**src/rtl/shifter_mc.sv**
```systemverilog
// Multi-cycle 16-bit shifter/rotator: applies the 1/2/4/8 stages one per clock.
// Optional early completion when SHIFTER_MC_SKIP_EN is defined.
module shifter_mc (
    input  logic        clk,
    input  logic        rst,
    input  logic        start,
    input  logic [15:0] in,
    input  logic [3:0]  cnt,
    input  logic [1:0]  op,
    output logic [15:0] out,
    output logic        busy,
    output logic        done
);

    typedef enum logic [1:0] {
        IDLE  = 2'd0,
        SHIFT = 2'd1,
        DONE  = 2'd2
    } state_t;

    state_t      state_r;
    state_t      next_state_s;
    logic [1:0]  stg_r;
    logic [15:0] data_r;
    logic [3:0]  cnt_r;
    logic [1:0]  op_r;

    logic        accept_s;
    logic        accept_done_s;
    logic        finish_shift_s;
    logic [15:0] stage_data_s;

    // One power-of-two stage; op encoding matches the downstream shift-by-8 stage.
    function automatic logic [15:0] shift_stage(
        input logic [15:0] d,
        input logic [1:0]  o,
        input logic [1:0]  s
    );
        logic [4:0]  amt;
        logic [15:0] r;
        amt = 5'd1 << s;
        case (o)
            2'b00:   r = (d << amt) | (d >> (5'd16 - amt));
            2'b01:   r = d << amt;
            2'b10:   r = (d >> amt) | (d << (5'd16 - amt));
            2'b11:   r = d >> amt;
            default: r = d;
        endcase
        return r;
    endfunction

`ifdef SHIFTER_MC_SKIP_EN
    logic [2:0] stg_nxt_s;

    // Early exit once no count bit remains at or above the next stage.
    always_comb begin
        stg_nxt_s      = {1'b0, stg_r} + 3'd1;
        finish_shift_s = ((cnt_r >> stg_nxt_s) == 4'd0);
        accept_done_s  = (cnt == 4'd0);
    end
`else
    // Fixed latency: always walk all four stages.
    always_comb begin
        finish_shift_s = (stg_r == 2'd3);
        accept_done_s  = 1'b0;
    end
`endif

    // Request acceptance and the current stage result.
    always_comb begin
        accept_s = 1'b0;
        if ((state_r == IDLE) || (state_r == DONE)) begin
            accept_s = start;
        end else begin
            accept_s = 1'b0;
        end
        if (cnt_r[stg_r]) begin
            stage_data_s = shift_stage(data_r, op_r, stg_r);
        end else begin
            stage_data_s = data_r;
        end
    end

    // Next-state logic.
    always_comb begin
        next_state_s = state_r;
        case (state_r)
            IDLE, DONE: begin
                if (accept_s) begin
                    next_state_s = accept_done_s ? DONE : SHIFT;
                end else begin
                    next_state_s = IDLE;
                end
            end
            SHIFT: begin
                if (finish_shift_s) begin
                    next_state_s = DONE;
                end else begin
                    next_state_s = SHIFT;
                end
            end
            default: next_state_s = IDLE;
        endcase
    end

    // State register with registered status outputs.
    always_ff @(posedge clk or posedge rst) begin
        if (rst) begin
            state_r <= IDLE;
            busy    <= 1'b0;
            done    <= 1'b0;
        end else begin
            state_r <= next_state_s;
            busy    <= (next_state_s == SHIFT);
            done    <= (next_state_s == DONE);
        end
    end

    // Datapath: operand capture, stage application, result register.
    always_ff @(posedge clk or posedge rst) begin
        if (rst) begin
            stg_r  <= 2'd0;
            data_r <= 16'd0;
            cnt_r  <= 4'd0;
            op_r   <= 2'd0;
            out    <= 16'd0;
        end else begin
            case (state_r)
                IDLE, DONE: begin
                    if (accept_s) begin
                        data_r <= in;
                        cnt_r  <= cnt;
                        op_r   <= op;
                        stg_r  <= 2'd0;
                        if (accept_done_s) begin
                            out <= in;
                        end
                    end
                end
                SHIFT: begin
                    data_r <= stage_data_s;
                    stg_r  <= stg_r + 2'd1;
                    if (finish_shift_s) begin
                        out <= stage_data_s;
                    end
                end
                default: begin
                    stg_r <= 2'd0;
                end
            endcase
        end
    end

endmodule

```
**config.mk**
```make
export PLATFORM = sky130hd
export DESIGN_NAME = shifter_mc
export DESIGN_NICKNAME = d
export VERILOG_FILES = /design/src/rtl/shifter_mc.sv
export SDC_FILE = /design/constraint.sdc
export NUM_CORES = 1
export LEC_CHECK = 0
export BUFFER_PORTS_ARGS = -buffer_cell sky130_fd_sc_hd__buf_2
export CAP_MARGIN = 5
export CELL_PAD_IN_SITES_DETAIL_PLACEMENT = 1
export CELL_PAD_IN_SITES_GLOBAL_PLACEMENT = 1
export CORE_UTILIZATION = 46
export DETAILED_ROUTE_END_ITERATION = 8
export GPL_TIMING_DRIVEN = 0
export PLACE_DENSITY = 0.82
export SYNTH_ARGS = -nofsm -noshare
export SYNTH_HDL_FRONTEND = slang
export SYNTH_SLANG_ARGS = --single-unit
export TNS_END_PERCENT = 20
```
**constraint.sdc**
```tcl
create_clock -name clk -period 4.05 [get_ports clk]
set_input_delay 0.2025 -clock clk [delete_from_list [all_inputs] [get_ports clk]]
set_output_delay 0.2025 -clock clk [all_outputs]
set_load 0.1 [all_outputs]
```
Word-level counts from Yosys, hierarchy flattened
Index checks and enable logic that the tools add are counted.

Add/subtract/negate cells: 2. $mul: 0. Divide/modulo/power cells: 0. Magnitude comparators: 1. Equality and inequality tests: 9. Shifts and indexed selects: 5. Mux-type cells: 12. Bitwise operators: 2. Reduce and logical (&&, ||, !) cells: 8.

Operator list (number): case mux 16 bit (4 select lines) (1); two-way mux 16 bit (2); bitwise OR 16 bit (2); case mux 16 bit (2 select lines) (1); left shift 16 x 5 -> 16 bit (2); right shift 16 x 5 -> 16 bit (2); equality test 2 bit, second input constant (5); case mux 2 bit (2 select lines) (2); equality test 2 x 1 -> 1 bit, second input constant (3); AND reduction 2 bit (3); left shift 1 x 2 -> 5 bit, first input constant (1); subtractor 5 bit, first input constant (1); zero test 2 bit (2); two-way mux 2 bit (2); less-than comparator 2 x 3 -> 1 bit, second input constant (1); two-way mux 1 bit (3); adder 2 x 1 -> 2 bit, second input constant (1); binary-select mux 1 bit (select 2 bit) (1); inequality test 2 bit, second input constant (1); nonzero test 2 bit (1); OR reduction 2 bit (1); logical OR 1 bit (1).

Register bits: 44. Latch bits: 0. Memory bits (writable): 0. Memory bits (read-only): 0. Bits of input ports: 25. Output and inout bits: 18. Logic and storage cells: 47. Memories kept: 0.

Longest topological paths before layout
Gate-level depths: netlist (run 1).

Depth after elaboration: 7. Mapped depth: 14. Mapped depth without buffers: 10.

Least setup slack after synthesis (run 1)
No wires, ideal clock.

Path type: register -> register. From: register stg_r[0]. To: register out[0]. Library setup time: 0.136 ns. Data arrival time: 2.667 ns. Data required time: 3.914 ns. Setup slack: 1.247 ns. Stages on the path, launching flop included: 14. Buffers on the path: 3. Clock period less this slack: 2.803 ns. Cell sequence: dfrtp_1 -> inv_1 -> ha_1 -> buf_6 -> clkinv_1 -> ha_1 -> clkbuf_1 -> clkbuf_1 -> inv_1 -> mux2i_1 -> o21ai_0 -> o31ai_1 -> a221oi_1 -> o21ai_0.

Longest elaborated chain between the ends: 6. Elaborated cells on any way between the ends: 14. Those cells by class: add/sub (1); eq/ne (1); shift (5); mux (4); bitwise (2); reduce/logical (1).

RTL lines: start, declared (line 23) `logic [1:0] stg_r;`; start signal, assigned (line 142) `stg_r <= stg_r + 2'd1;`; left shift 1 x 2 -> 5 bit (line 41) `amt = 5'd1 << s;`; subtractor 5 bit (line 43, 45); left shift 16 x 5 -> 16 bit or right shift 16 x 5 -> 16 bit (tied branches) (line 45, 43); bitwise OR 16 bit (on tied branches) (line 45, 43); case mux 16 bit (4 select lines) (line 42) `case (o)`; two-way mux 16 bit (line 77) `if (cnt_r[stg_r]) begin`; end signal, assigned (line 136) `out <= in;`; end signal, assigned (line 144) `out <= stage_data_s;`; end, declared (line 10) `output logic [15:0] out,`.

Several ways; a longest one is shown, not always the timed one. The select of a mux whose other input is x is not followed. A chain may end at the register's enable or synchronous reset.

Worst setup path after layout (run 1)
From: register stg_r[0]. To: register out[4].

Same word-level chain as after synthesis.

==> results of run 1 <==
==> through the flow <==
stage | worst slack [ns] | util (%) | cells
2_1_floorplan | 1.247 | - | 463
3_3_place_gp | 0.4722 | 52.30 | 610
3_5_place_dp | 0.4112 | 52.30 | 610
4_1_cts | 0.3920 | 53.60 | 618
5_1_grt | 0.1642 | 53.60 | 618
6_report | 0.2846 | 53.60 | 618
==> layout by cell type (no fill, tap or decap), drive strengths merged, types with 13 or more instances in the layout <==
cell type	count
mux2i	30
nor3	13
dfrtp	44
a21oi	33
mux2	13
nand2	47
mux4	23
nor2	47
a22oi	14
clkbuf	39
buf	60
o21ai	47
==> sequential cells by signal (all words and copies together), names as in the netlist <==
register	cells
out	16
done	1
cnt_r	4
data_r	16
state_r	2
op_r	2
stg_r	2
busy	1
==> synthesized netlist by cell type, types with 2 or more instances <==
library cell                count
sky130_fd_sc_hd__nand2_1       47
sky130_fd_sc_hd__nor2_1        47
sky130_fd_sc_hd__o21ai_0       46
sky130_fd_sc_hd__dfrtp_1       44
sky130_fd_sc_hd__a21oi_1       33
sky130_fd_sc_hd__clkbuf_1      33
sky130_fd_sc_hd__mux2i_1       30
sky130_fd_sc_hd__mux4_2        17
sky130_fd_sc_hd__a22oi_1       14
sky130_fd_sc_hd__mux2_2        13
sky130_fd_sc_hd__nor3_1        13
sky130_fd_sc_hd__buf_2         11
sky130_fd_sc_hd__a211oi_1       9
sky130_fd_sc_hd__inv_1          8
sky130_fd_sc_hd__o22ai_1        8
sky130_fd_sc_hd__nand2b_1       7
sky130_fd_sc_hd__buf_6          6
sky130_fd_sc_hd__ha_1           6
sky130_fd_sc_hd__mux4_1         6
sky130_fd_sc_hd__nor2b_1        6
sky130_fd_sc_hd__and3_1         5
sky130_fd_sc_hd__o31ai_1        5
sky130_fd_sc_hd__a21o_1         3
sky130_fd_sc_hd__a2bb2oi_1      3
sky130_fd_sc_hd__a31oi_1        3
sky130_fd_sc_hd__a32oi_1        3
sky130_fd_sc_hd__clkinv_1       3
sky130_fd_sc_hd__nand3_1        3
sky130_fd_sc_hd__or3_1          3
sky130_fd_sc_hd__a211o_1        2
sky130_fd_sc_hd__a221o_1        2
sky130_fd_sc_hd__a221oi_1       2
sky130_fd_sc_hd__a22o_1         2
sky130_fd_sc_hd__o211ai_1       2
sky130_fd_sc_hd__o21a_1         2
==> how the worst max path moves through the flow <==
stage / slack (ns) / from / depth (start not counted) / end
2_1_floorplan: 1.25 / stg_r[0] / 13 / out[0]
3_3_place_gp: 0.47 / stg_r[0] / 12 / out[4]
3_5_place_dp: 0.41 / stg_r[0] / 12 / out[4]
4_1_cts: 0.39 / stg_r[0] / 12 / out[4]
5_1_grt: 0.16 / stg_r[0] / 12 / out[4]
6_report: 0.28 / stg_r[0] / 12 / out[4]
==> final cells by class <==
cell class / instances / share of cell area (%)
Buffer: 51 / 5.626
Clock buffer: 6 / 1.632
Clock inverter: 2 / 0.7876
Inverter: 11 / 0.9283
Multi-Input combinational cell: 357 / 58.59
Sequential cell: 44 / 24.75
Tap cell: 105 / 2.954
Timing Repair Buffer: 42 / 4.726
==> layer usage <==
layer,global-route usage (%),vias up
met5,0,-
li1,-,1817
met2,59.40,316
met3,7.177,78
met1,49.95,2121
met4,21.34,0
==> cells by family (layout without fill, tap and decap cells) <==
kind of cell,count (synthesis),count (layout),synth area share [%]
xor+xnor,1,1,0.2191
buf+inv,62,112,7.290
fa+ha+maj,6,6,1.877
flops,44,44,27.53
mux,66,66,24.69
compound gates,152,152,24.12
simple gates,132,132,14.27
==> worst min-delay path: stages <==
cell	delay, ns
sky130_fd_sc_hd__buf_2	0.08
sky130_fd_sc_hd__nand2_1	0.04
sky130_fd_sc_hd__nand2_1	0.04
==> key figures, run 1 <==
Setup path
  • Endpoint of the most critical register-to-register path: out[4]
  • Arrival time at the worst endpoint: 3.97 ns
  • Depth of the worst register-to-register path: 12
  • Capturing element type of the critical path: flop
  • CP delay by family, top: buffers and inverters
  • Max Fanout on Critical Path: 10
  • WP data required: 4.25 ns
  • Buffering stage count on the worst path with inverters included: 6
  • Worst reg2reg setup slack: 0.28 ns
  • Startpoint of the lowest-slack register-to-register path: stg_r[0]
  • Slowest cell on the critical path: sky130_fd_sc_hd__a221oi_1
  • Critical path's largest stage delay: 0.61 ns
  • Sequence of cells on the critical path: inv_1, ha_1, buf_6, clkinv_1, ha_1, clkbuf_1, clkbuf_1, inv_1, mux2i_1, a221oi_1, a211oi_1, a21o_1
  • Worst Setup Path Type: flop to flop
  • Setup crit start kind: flop

Place
  • # port buffers: 42
  • Hpwl dp: 12.06 mm
  • Post-placement cell area: 4340 µm²
  • Final RePlAce weighted congestion: 1.050

Logic synthesis
  • Synthesized instance count: 463
  • Number of distinct library cell variants in the gate-level netlist after synthesis: 51
  • Most used flip-flop cell after synthesis: sky130_fd_sc_hd__dfrtp_1
  • Count of flip-flops with a built-in enable after synthesis: 0
  • Async set-reset flop share out of synthesis: 100.0%
  • Portion of the post-synthesis area used by sequential elements: 27.53%
  • Syn. warnings: 0
  • Share of the synthesized area in the top cell type: 27.53%
  • Cell type contributing the most total cell area after synthesis: sky130_fd_sc_hd__dfrtp_1
  • Synthesized cell area: 3999 µm²
  • Ranking of synthesized cells by area: sky130_fd_sc_hd__dfrtp_1, sky130_fd_sc_hd__mux4_2, sky130_fd_sc_hd__mux2i_1, sky130_fd_sc_hd__o21ai_0, sky130_fd_sc_hd__nand2_1
  • Post-Syn Nets: 494
  • Avg Synthesized Cell Area: 8.637 µm²
  • Number of storage elements in the synthesis netlist: 44

Clocking
  • Clock latency of the later-clocked register in the worst-skew pair: 0.30 ns
  • Total number of clock tree sinks: 44
  • Clock slew at the register clock pins of the worst setup and hold paths: 0.09 ns
  • Deepest level of the CTS H-tree: 2
  • Total setup buffers inserted after CTS: 0
  • Cts-stage hold buffer count: 0
  • Clock Path Buffers: 2
  • Number of buffers inserted during clock tree synthesis: 5
  • CTS tree: built
  • Root buffer selected by CTS: sky130_fd_sc_hd__clkbuf_8
  • Cts repair resizes: 0

Timing
  • Top achievable clock speed: 0.2656 GHz
  • Worst-Margin Slew: 0.9490 ns
  • Max_slew headroom: 36.64%
  • Slew Viols, Final: 0
  • Final Hold Viols: 0
  • Final count of negative-setup-slack endpoints: 0
  • Max Clock Skew: 0.008632 ns
  • Tcrit/Tclk final: 92.97%
  • Fin Hold WS: 0.08800 ns
  • Final min period: 3.765 ns
  • Unrepaired setup endpoints after global routing: no
  • Setup TNS: 0 ns

Global route
  • Largest net degree at the start of global routing: 45
  • First-pass GRT wire length: 25.00 mm
  • Vias in the first global route: 4,254
  • Global routing usage summed across all routing layers: 38.25%
  • Aggregate global routing overflow: 0
  • Antenna violations before repair: 0

Drt
  • Sum of routed wire length over all layers: 16.64 mm
  • Met2 WL: 7.513 mm
  • DR WL/cell: 26.92 µm
  • Vias post-DR: 4,332
  • Top layer reached by signal wires: met4
  • Routed vias/inst: 7.010
  • M1 WL: 6.493 mm
  • Met3 WL: 1.699 mm
  • Post-route DRC violation count: 0
  • 1st-pass router iterations: 7
  • Initial DRC count: 506
  • DRT antenna net count: 0

Min path
  • Hold-critical path endpoint: cnt_r[3]
  • Worst min-delay path startpoint: cnt[3]
  • Hold/Removal Path Class: input pin to flop
  • Number of instances on the worst hold path: 3

Floorplan
  • Number of top-level pins: 43
  • Effective utilization at floorplan: 48.18%
  • Die Span X: 95.24 µm
  • Cell row count: 33
  • Total Die Area: 9070 µm²
  • Floorplan core area: 8299 µm²
  • Y dimension of the die: 95.24 µm

Cells and area
  • Count of fill cells added during filler insertion: 1,038
  • Fraction of final layout cells sized beyond drive strength 1: 19.10%
  • Inserted Diodes: 0
  • Area Growth Syn to Fin: 11.23%
  • # nets final: 543
  • Total area of sequential cells: 1101 µm²
  • Multi-input combinational cell area: 2606 µm²
  • Fin area: 4448 µm²

Status
  • Result of the run: finished, final reports clean

Job
  • Max_cap viols: 0
Power of run 1 is left out: the tool's default activity adds up to more than one toggle a clock period on the data nets, which glitch-free logic cannot reach.
==> run 2: changes to the inputs <==
Settings changed: CORE_UTILIZATION 46 to 47, CTS_BUF_LIST set to sky130_fd_sc_hd__clkbuf_2 sky130_fd_sc_hd__clkbuf_4 sky130_fd_sc_hd__clkbuf_8, PLACE_DENSITY 0.82 to 0.83.
==> run 2 against run 1 <==
Register-to-register slack barely moved. Largest cell class unchanged. Fmax barely moved. Sequential cell count did not move. Core utilization rose by 0.22 points. Critical path depth did not move. Highest routed layer unchanged. Clock skew rose by 0.0055 ns. Cell area fell by 0.59%.
==> key figures, run 2 (synthesis results as in run 1) <==
Drt
  • Sum of routed wire length over all layers: 16.99 mm
  • DR WL/cell: 27.54 µm
  • DRT antenna net count: 0
  • Initial DRC count: 483
  • Routed vias/inst: 7.019
  • 1st-pass router iterations: 6
  • Vias post-DR: 4,331
  • Post-route DRC violation count: 0

Floorplan
  • Total Die Area: 8881 µm²
  • Number of top-level pins: 43
  • Cell row count: 33
  • Effective utilization at floorplan: 48.67%
  • Floorplan core area: 8217 µm²
  • Die Span X: 94.24 µm
  • Y dimension of the die: 94.24 µm

Setup path
  • Setup crit start kind: flop
  • Arrival time at the worst endpoint: 3.95 ns
  • Capturing element type of the critical path: flop
  • Worst Setup Path Type: flop to flop
  • Max Fanout on Critical Path: 10
  • WP data required: 4.23 ns

Place
  • Hpwl dp: 12.52 mm
  • # port buffers: 42
  • Final RePlAce weighted congestion: 1.075
  • Setup slack at placement: 0.3708 ns

Clocking
  • Number of buffers inserted during clock tree synthesis: 5
  • CTS tree: built
  • Clock slew at the register clock pins of the worst setup and hold paths: 0.08 ns
  • Clock latency of the later-clocked register in the worst-skew pair: 0.31 ns
  • Total setup buffers inserted after CTS: 0
  • Root buffer selected by CTS: sky130_fd_sc_hd__clkbuf_8
  • Cts repair resizes: 0
  • Clock Path Buffers: 2
  • Deepest level of the CTS H-tree: 2
  • Cts-stage hold buffer count: 0
  • Total number of clock tree sinks: 44

Timing
  • Worst-Margin Slew: 0.9237 ns
  • Unrepaired setup endpoints after global routing: no
  • Worst path setup slack after routing: 0.2850 ns
  • Top achievable clock speed: 0.2656 GHz
  • Max Clock Skew: 0.01413 ns
  • Final Hold Viols: 0
  • Tcrit/Tclk final: 92.96%
  • Slew Viols, Final: 0
  • Final count of negative-setup-slack endpoints: 0
  • Final min period: 3.765 ns
  • Max_slew headroom: 38.33%
  • Setup TNS: 0 ns

Cells and area
  • Count of fill cells added during filler insertion: 1,020
  • Most frequent standard cell in the layout excluding fill and tap cells: sky130_fd_sc_hd__buf_2
  • Fraction of final layout cells sized beyond drive strength 1: 19.14%
  • Area Growth Syn to Fin: 10.58%
  • # nets final: 543
  • Inserted Diodes: 0
  • Top Registers: data_r: 16 flops, out: 16 flops, cnt_r: 4 flops
  • Most used cells in the layout excluding fill and tap cells: sky130_fd_sc_hd__buf_2, sky130_fd_sc_hd__nand2_1, sky130_fd_sc_hd__nor2_1

Min path
  • Hold/Removal Path Class: input pin to flop

Global route
  • Vias in the first global route: 4,363
  • Antenna violations before repair: 0
  • First-pass GRT wire length: 25.85 mm
  • Global routing usage summed across all routing layers: 40.69%
  • Largest net degree at the start of global routing: 45
  • Aggregate global routing overflow: 0

Job
  • Max_cap viols: 0

Status
  • Result of the run: finished, final reports clean
run 2: cell types whose count changed in the layout (fill, tap and decap cells not counted):
cell,change
sky130_fd_sc_hd__bufinv_16,-1
sky130_fd_sc_hd__clkbuf_1,-1
sky130_fd_sc_hd__clkbuf_4,+1
run 2: final cells by class:
class | count | area (µm²) | area share (%)
inverters | 11 | 41.29 | 0.9338
clock buffers | 6 | 76.32 | 1.726
well taps | 105 | 131.4 | 2.971
flip-flops and latches | 44 | 1101 | 24.90
multi-input cells | 357 | 2606 | 58.94
repair buffers | 42 | 210.2 | 4.754
clock inverters | 1 | 5.005 | 0.1132
plain buffers | 51 | 250.2 | 5.659
run 2: worst paths after layout:
| path | endpoint | slack [ns] | cells past startpoint | startpoint |
|---|---|---|---|---|
| max | out[4] | 0.29 | 12 | stg_r[0] |
| min | cnt_r[3] | 0.09 | 3 | cnt[3] |
| max reg2reg | out[4] | 0.29 | 12 | stg_r[0] |
| min reg2reg | out[7] | 0.48 | 2 | out[7] |
| max in group asynchronous | out[2] | 3.36 | 2 | rst |
| min in group asynchronous | data_r[6] | 0.10 | 2 | rst |
run 2: metrics by stage:
| step | instance area, µm² | instances | utilization (%) | hold WS [ns] |
|---|---|---|---|---|
| after floorplan | 3999 | 463 | - | 0.2888 |
| after global placement | 4340 | 610 | 52.82 | 0.3937 |
| after detailed placement | 4340 | 610 | 52.82 | 0.3982 |
| after CTS | 4422 | 617 | 53.81 | 0.09015 |
| after global routing | 4422 | 617 | 53.81 | 0.09167 |
| final | 4422 | 617 | 53.81 | 0.09209 |
run 2: worst max-delay path, cell delays in order, from the launching register on:
cell,delay [ns]
sky130_fd_sc_hd__dfrtp_1,0.48
sky130_fd_sc_hd__inv_1,0.17
sky130_fd_sc_hd__ha_1,0.20
sky130_fd_sc_hd__buf_6,0.15
sky130_fd_sc_hd__clkinv_1,0.30
sky130_fd_sc_hd__ha_1,0.40
sky130_fd_sc_hd__clkbuf_1,0.25
sky130_fd_sc_hd__clkbuf_1,0.46
sky130_fd_sc_hd__inv_1,0.15
sky130_fd_sc_hd__mux2i_1,0.18
sky130_fd_sc_hd__a221oi_1,0.55
sky130_fd_sc_hd__a211oi_1,0.17
sky130_fd_sc_hd__a21o_1,0.19
run 2: metal layers:
| metal | vias up | GRT usage, % | routed length (µm) |
|---|---|---|---|
| met2 | 338 | 63.29 | 7693 |
| met4 | 0 | 23.46 | 1019 |
| met5 | - | 0 | 0 |
| li1 | 1820 | - | - |
| met1 | 2082 | 51.52 | 6362 |
| met3 | 91 | 9.385 | 1920 |
Power of run 2 is left out for the same reason.
